<file path="config.mk">
export PLATFORM = sky130hd
export DESIGN_NAME = pipeline_controller
export DESIGN_NICKNAME = d
export VERILOG_FILES = /design/src/rtl/pipeline_controller_pkg.sv /design/src/rtl/pipeline_controller.sv
export SDC_FILE = /design/constraint.sdc
export NUM_CORES = 1
export LEC_CHECK = 0
export BUFFER_PORTS_ARGS = -buffer_cell sky130_fd_sc_hd__buf_4
export CAP_MARGIN = 15
export CORE_MARGIN = 2
export CORE_UTILIZATION = 40
export CTS_CLUSTER_DIAMETER = 40
export DETAILED_ROUTE_END_ITERATION = 8
export HOLD_SLACK_MARGIN = 0.1
export PLACE_DENSITY = 0.86
export SLEW_MARGIN = 20
export SYNTH_ARGS = -nofsm -noshare
export SYNTH_HDL_FRONTEND = slang
export SYNTH_SLANG_ARGS = --single-unit
</file>
<file path="constraint.sdc">
create_clock -name clk -period 1.7 [get_ports clk]
set_input_delay 0.255 -clock clk [delete_from_list [all_inputs] [get_ports clk]]
set_output_delay 0.255 -clock clk [all_outputs]
set_load 0.02 [all_outputs]
</file>
<file path="src/rtl/pipeline_controller_pkg.sv">
// pipeline_controller_pkg: control-flow sequencer state and trap record shared with the CSR file
package pipeline_controller_pkg;
  localparam int REC_ADDR_W = 32;
  localparam int REC_CAUSE_W = 4;
  typedef enum logic [1:0] {RUN, DRAIN, COMMIT, REDIRECT} pipeline_ctrl_state_e;
  typedef struct packed {
    logic [REC_ADDR_W-1:0] pc;
    logic [REC_CAUSE_W-1:0] cause;
    logic [REC_ADDR_W-1:0] tval;
    logic is_return;
  } trap_rec_t;
endpackage

</file>
<file path="src/rtl/pipeline_controller.sv">
// pipeline_controller: branch redirect plus drain/commit/redirect sequencing for traps and xRET
module pipeline_controller
  import pipeline_controller_pkg::*;
#(
  parameter int ADDR_WIDTH = 32,
  parameter int CAUSE_WIDTH = 4,
  parameter int MIN_DRAIN = 2
) (
  input  logic                   clk,
  input  logic                   rst,
  input  logic                   exValid,
  input  logic [ADDR_WIDTH-1:0]  exPc,
  input  logic                   exBranchTaken,
  input  logic [ADDR_WIDTH-1:0]  exBranchTarget,
  input  logic                   exTrapValid,
  input  logic [CAUSE_WIDTH-1:0] exTrapCause,
  input  logic [ADDR_WIDTH-1:0]  exTrapValue,
  input  logic                   exTrapReturn,
  input  logic                   memBusy,
  input  logic [ADDR_WIDTH-1:0]  trapVector,
  input  logic [ADDR_WIDTH-1:0]  trapEpc,
  output logic                   flush,
  output logic                   stall,
  output logic                   redirectValid,
  output logic [ADDR_WIDTH-1:0]  redirectPc,
  output logic                   csrTrapEnter,
  output logic                   csrTrapReturn,
  output logic [ADDR_WIDTH-1:0]  csrEpc,
  output logic [CAUSE_WIDTH-1:0] csrCause,
  output logic [ADDR_WIDTH-1:0]  csrTval
);
  pipeline_ctrl_state_e state;
  logic [3:0] cnt;
  trap_rec_t rec;
  logic [ADDR_WIDTH-1:0] redir_q;
  logic accept;
  logic [3:0] cnt_next;
  assign accept = state == RUN && exValid && !flush;
  assign cnt_next = cnt == 4'd0 ? 4'd0 : cnt - 4'd1;
  assign redirectPc = state == REDIRECT ? (rec.is_return ? trapEpc : trapVector & ~ADDR_WIDTH'(3)) : redir_q;
  assign csrEpc = ADDR_WIDTH'(rec.pc);
  assign csrCause = CAUSE_WIDTH'(rec.cause);
  assign csrTval = ADDR_WIDTH'(rec.tval);
  always_ff @(posedge clk) begin
    flush <= 1'b0;
    stall <= 1'b0;
    redirectValid <= 1'b0;
    redir_q <= '0;
    csrTrapEnter <= 1'b0;
    csrTrapReturn <= 1'b0;
    if (rst) begin
      state <= RUN;
      cnt <= 4'd0;
      rec <= '0;
    end else begin
      case (state)
        RUN:
          if (accept && (exTrapValid || exTrapReturn)) begin
            state <= DRAIN;
            cnt <= 4'(MIN_DRAIN);
            rec <= '{pc: REC_ADDR_W'(exPc), cause: REC_CAUSE_W'(exTrapCause),
                     tval: REC_ADDR_W'(exTrapValue), is_return: !exTrapValid};
            flush <= 1'b1;
            stall <= 1'b1;
          end else if (accept && exBranchTaken) begin
            flush <= 1'b1;
            redirectValid <= 1'b1;
            redir_q <= exBranchTarget;
          end
        DRAIN: begin
          flush <= 1'b1;
          stall <= 1'b1;
          cnt <= cnt_next;
          if (cnt_next == 4'd0 && !memBusy) begin
            state <= COMMIT;
            csrTrapEnter <= !rec.is_return;
            csrTrapReturn <= rec.is_return;
          end
        end
        COMMIT: begin
          state <= REDIRECT;
          flush <= 1'b1;
          redirectValid <= 1'b1;
        end
        default: state <= RUN;
      endcase
    end
  end
endmodule

</file>
==> results of run 1 <==
==> cells in the final DEF, fill, tap and decap left out, types with 2 or more instances in the layout <==
cell,synthesis,routed
and2_1,33,32
buf_16,0,5
nor2_4,0,4
a21oi_2,10,33
buf_6,2,18
nor2_1,38,26
mux2i_2,0,3
clkbuf_16,0,12
nand3_1,2,2
dfxtp_1,112,109
inv_6,0,4
nor2_2,0,8
mux2i_1,30,27
a21oi_1,93,61
a211oi_1,4,4
dlygate4sd3_1,0,19
nand2b_1,2,2
buf_4,71,269
o21ai_2,0,2
inv_1,6,6
a211o_1,2,2
dfxtp_2,0,3
buf_12,0,6
a21oi_4,0,9
ha_2,0,2
nand2_1,141,141
==> per-stage QoR <==
| stage | hold slack (ns) | setup slack [ns] | power, mW |
|---|---|---|---|
| after floorplan | 0.352 | 0.00876 | 5.63 |
| after global placement | 0.442 | 0.0538 | 6.56 |
| after detailed placement | 0.447 | -0.0218 | 6.63 |
| after CTS | 0.100 | -0.154 | 9.14 |
| after global routing | 0.105 | -0.188 | 9.88 |
| final | 0.108 | -0.159 | 9.40 |
==> registers in the layout (all words and copies together), names as in the netlist, 2 cells and up <==
signal,flops
redir_q,32
csrEpc,32
state,2
csrTval,32
cnt,4
csrCause,4
==> cells in the mapped netlist (2+ instances only) <==
cell type / number / area share, %
ha_1: 4 / 1.0
inv_1: 6 / 0.45
nand2b_1: 2 / 0.25
clkbuf_1: 19 / 1.4
nand2_1: 141 / 11
nor2_1: 38 / 2.9
a21oi_1: 93 / 9.4
a21oi_2: 10 / 1.8
buf_1: 2 / 0.15
dfxtp_1: 112 / 45
buf_2: 10 / 1.0
a211oi_1: 4 / 0.61
a211o_1: 2 / 0.35
and2_1: 33 / 4.2
buf_6: 2 / 0.45
o21ai_0: 3 / 0.30
nand3_1: 2 / 0.20
clkbuf_2: 3 / 0.30
buf_4: 71 / 11
mux2i_1: 30 / 6.1
==> final timing paths <==
kind	from	endpoint	slack, ns	depth (start not counted)
setup / recovery	state[0]$_SDFFE_PP0P_	redirectPc[10]	-0.16	6
hold / removal	exBranchTarget[19]	redir_q[19]$_SDFF_PP0_	0.11	2
setup reg to reg	state[0]$_SDFFE_PP0P_	cnt[2]$_SDFFE_PP0P_	0.03	7
hold reg to reg	csrEpc[10]$_SDFFE_PP0P_	csrEpc[10]$_SDFFE_PP0P_	0.46	2
==> area by class of cell <==
class	count	area [sq um]
repair buffers	320	2750
clock inverters	7	77.6
clock buffers	9	225
multi-input cells	378	2270
flip-flops and latches	112	2250
well taps	168	210
diodes	1	2.50
fillers	941	4260
inverters	6	22.5
==> power groups by stage <==
| stage | Sequential [mW] | Combinational (mW) | Clock, mW |
|---|---|---|---|
| final | 3.18 | 4.05 | 2.17 |
| after global routing | 3.23 | 4.35 | 2.30 |
| after CTS | 3.18 | 3.74 | 2.22 |
| after detailed placement | 3.23 | 3.40 | 0 |
| after global placement | 3.22 | 3.35 | 0 |
| after floorplan | 3.22 | 2.41 | 0 |
==> cells by family (layout without fill, tap and decap cells) <==
logic type | count (synthesis) | after routing | synth area share [%]
other | 0 | 1 | 0
flip-flops | 112 | 112 | 45.2
AO/OA/AOI/OAI | 118 | 118 | 13.4
buffers and inverters | 113 | 342 | 14.6
AND/OR/NAND/NOR | 225 | 225 | 19.5
adder cells (fa/ha/maj) | 4 | 4 | 1.01
multiplexers | 31 | 31 | 6.29
==> metal layers <==
layer | GRT usage, % | part of all wire [%]
met5 | 0 | 0
met1 | 23.5 | 38
met3 | 5.22 | 6.1
met2 | 39.5 | 54
met4 | 8.76 | 1.8
==> repair_timing <==
action                     CTS  global route
hold buffers                19             0
pin swaps                    3             4
resized for setup           33            45
buffers inserted             3             2
setup endpoints to repair   37            62
hold endpoints to repair    19             0
cloned                       5             3
==> metrics.txt, run 1 <==
Mean Syn Cell Area=8.22 sq um; flops & latches, synth=112; Seq pwr share=33.9%; Ports=276; HPWL after detailed placement=10,000 um; Worst-Margin Slew=0.407 ns; Internal=6.01 mW; Most common cell on crit path=buf_6; Fmax=0.538 GHz; Post-Layout Cell Count=1,001; Combinational Power Share=43.1%; Mapped Area=0.00496 sq mm; overall fraction of global-route tracks in use=21.5%; Setup crit start kind=flop; Tcrit/Tclk final=109%; first-pass GRT wire length=22,300 um; element type at the critical path end=primary output; Final Util=64.7%; leak pwr=3.41 nW; GRT overflow=0; CTS buffer count=9; Layout area overhead=57.4%; DRC Markers=0; status=finished with violations; clock skew=0.00634 ns; share of layout cells above drive strength 1=46.6%; warnings from Yosys=0; ys async rst share=0%; Antenna Nets Post-Route=0; drt initial violations=314; die area=0.0133 sq mm; clk sinks=112; Crit path max-delay family=buffers and inverters; post-layout min period=1.86 ns; width of the chip=115 um; delay of the slowest critical-path stage=0.33 ns; Skew-Pair Late Insertion Delay=0.35 ns; post-route cell area=0.00780 sq mm; sw power=3.39 mW; critical path buffer and inverter count=4; Longest Clk Path Bufs=2; CP Class=reg -> out; power per cell area=1210 mW/mm^2; core area=0.0121 sq mm; EDFF count, synth=0; Unique masters post-synth=36; CTS root buffer=clkbuf_16; Crit path arrival time=1.60 ns; Total Nets Final=1,002; Initial Utilization=41.1%; Final Hold Vio Count=0; CTS H-tree depth=3; Worst Setup Slack, final=-0.159 ns; die height=115 um; Avg WL per Cell=15.7 um; RSZ-0062 raised after global routing=true; sequential share of the synthesized area=45.2%; data required time of the worst path=1.44 ns; routed vias=4,762; Slew HR=72.7%; FP Rows=40; failing checks=negative setup slack; max-cap check violation count=0; Slowest cell on crit path=dfxtp_2; CTS tree=built; placed cell count=952; IO buf count=273; VDD IR-drop max=0.534 mV; sw frac=36.0%; WL final=15,800 um; Mapped Cells=603; post-synthesis net count=778; largest net degree at the start of global routing=69; vias per cell=4.76; most common flop cell mapped by yosys=dfxtp_1; Post-DP Area=0.00676 sq mm; crit-path cells=buf_6 -> ha_4 -> buf_12 -> buf_16 -> a21oi_2 -> buf_6; initial antenna violation count=0; vias in the first global route=4,636; Clock power frac=23.0%; critical path fanouts, max=8; Clock Pin Slew Worst Setup and Hold Paths=0.08 ns; Placer Congestion=0.771; Initial DRT Pass Iterations=5; Hold Crit Class=in -> reg; Final TNS setup=-3.57 ns; Slew Viols, Final=0; endpoints failing setup=32
(Power assumes the default switching activity.)
==> run 2: changes to the inputs <==
--- a/config.mk
+++ b/config.mk
@@ -5,6 +5,7 @@
 export SDC_FILE = /design/constraint.sdc
 export NUM_CORES = 1
 export LEC_CHECK = 0
+export ABC_AREA = 1
 export BUFFER_PORTS_ARGS = -buffer_cell sky130_fd_sc_hd__buf_4
 export CAP_MARGIN = 15
 export CORE_MARGIN = 2
==> run 2 against run 1 <==
  * The run still ends with negative setup slack left
  * Sequential power rose by 9.1%
  * Global-route usage shrank 0.26 points
  * Total power is 7.1% higher
  * Sequential share of layout area up 2.5 points
  * Via count is 4.0% higher
  * Combinational power up 9.4%
  * Utilization decreased by 4.8 points
  * Synthesized cell count is 14% higher
==> metrics.txt, run 2 <==
CTS root buffer=clkbuf_16; vias per cell=4.75; Tcrit/Tclk final=103%; routed vias=4,951; Mean Syn Cell Area=7.19 sq um; Slew HR=81.7%; width of the chip=115 um; ys async rst share=0%; CTS H-tree depth=3; post-synthesis net count=862; top cell type by total area after synthesis=dfxtp_1; post-route cell area=0.00719 sq mm; Ports=276; warnings from Yosys=0; hold wc startpoint=exBranchTarget[21]; clock skew=0.00319 ns; overall fraction of global-route tracks in use=21.2%; Longest Clk Path Bufs=2; critical path fanouts, max=12; CTS tree=built; Unique masters post-synth=18; VDD IR-drop max=0.955 mV; WL final=14,800 um; crit-path cells=ha_4 -> inv_4 -> buf_12 -> nand2_1 -> o21ai_1 -> buf_4; initial antenna violation count=2; Initial DRT Pass Iterations=4; DP Worst Slack=0.0167 ns; Fmax=0.569 GHz; commonest non-fill, non-tap cells in the layout=278 x buf_4, 209 x nor2_1, 110 x dfxtp_1; die height=115 um; sequential share of the synthesized area=45.4%; Hold Crit Class=in -> reg; Mapped Cells=687; drt initial violations=209; power per cell area=1400 mW/mm^2; Initial Utilization=41.1%; status=finished with violations; most common flop cell mapped by yosys=dfxtp_1; CTS buffer count=9; DRC Markers=0; Power Total=10.1 mW; Total Nets Final=1,064; flops & latches, synth=112; delay of the slowest critical-path stage=0.36 ns; Worst Setup Slack, final=-0.0581 ns; clk sinks=112; Mapped Area=0.00494 sq mm; Setup crit start kind=flop; Crit path arrival time=1.50 ns; Final Hold Vio Count=0; Antenna Nets Post-Route=0; failing checks=negative setup slack; Layout area overhead=45.5%; top-area cell type share of the netlist area=45.4%; first-pass GRT wire length=21,800 um; cell with the most instances after synthesis=nor2_1; HPWL after detailed placement=10,500 um; most frequent cells after synthesis=209 x nor2_1, 117 x o21ai_0, 112 x dfxtp_1; post-layout min period=1.76 ns; leak pwr=3.53 nW; endpoints failing setup=18; Post-DP Area=0.00666 sq mm; share of layout cells above drive strength 1=36.1%; Worst-Margin Slew=0.273 ns; Avg WL per Cell=14.2 um; Placer Congestion=0.789; GRT overflow=0; max-cap check violation count=0; Clock Pin Slew Worst Setup and Hold Paths=0.07 ns; vias in the first global route=4,737; Setup crit start=state[1]$_SDFFE_PP0P_; synth top area cells=dfxtp_1 45%, nor2_1 16%, o21ai_0 12%; core area=0.0120 sq mm; commonest non-fill, non-tap cell in the layout=buf_4; CP Class=reg -> out; FP Rows=40; Final Util=59.8%; element type at the critical path end=primary output; Slew Viols, Final=0; die area=0.0133 sq mm; Slowest cell on crit path=dfxtp_4; data required time of the worst path=1.44 ns; RSZ-0062 raised after global routing=true; Worst R2R Start=state[0]$_SDFFE_PP0P_; Skew-Pair Late Insertion Delay=0.34 ns; largest net degree at the start of global routing=66; IO buf count=273; EDFF count, synth=0
## run 2: cell families (layout without fill, tap and decap cells)
| group | count (synthesis) | in the layout | synth area share (%) |
|---|---|---|---|
| and+or+nand+nor | 278 | 278 | 21.7 |
| AOI/OAI and AO/OA | 140 | 140 | 14.2 |
| adders and majority gates | 4 | 4 | 1.01 |
| buffers and inverters | 153 | 360 | 17.7 |
| other | 0 | 1 | 0 |
| DFF | 112 | 112 | 45.4 |
## run 2: final timing paths
kind	cells past startpoint	slack [ns]	to
setup / recovery	6	-0.06	redirectPc[18]
hold / removal	3	0.12	redir_q[21]$_SDFF_PP0_
setup reg to reg	8	0.07	redir_q[31]$_SDFF_PP0_
hold reg to reg	2	0.44	cnt[3]$_SDFFE_PP0P_
## run 2: report_power, final
group / internal, mW / switching, mW
Sequential: 3.18 / 0.294
Combinational: 1.90 / 2.53
Clock: 1.23 / 0.943
## run 2: what timing repair did
item                                   in CTS  in global routing
cloned                                      3                  2
buffers inserted                            3                  1
setup endpoints to repair                  33                129
gates resized for setup                    31                 56
pin swaps                                   1                  9
endpoints found under the hold margin       2                  0
hold buffers                                1                  0
## run 2: final cells by class
class	count	area, sq um
sequential	112	2250
inverter	47	185
clock buffer	12	256
fill	1092	4820
tap	147	184
clock inverter	4	51.3
antenna	1	2.50
timing repair buffer	297	2410
multi-input combinational	422	1850
## run 2: through the flow
step                std cells  setup TNS (ns)  hold slack [ns]
detailed placement       1015               0            0.436
CTS                      1038          -0.853            0.106
finish                   1042          -0.267            0.120
global route             1042           -2.51            0.109
floorplan                 687               0            0.324
global placement         1015               0            0.433
## run 2: critical path: cells and delay by family, from the launching register on
family	cells	cell delay, ns
fa+ha+maj	1	0.20
buf+inv	3	0.43
flops	1	0.36
simple gates	1	0.05
compound gates	1	0.11
## run 2: per-layer routing
layer / track usage, % / part of all wire [%] / vias to the layer above
met1: 20.7 / 37 / 2210
met2: 38.5 / 49 / 221
li1: - / - / 2483
met5: 0 / 0.11 / -
met3: 8.28 / 9.5 / 35
met4: 11.2 / 4.2 / 2
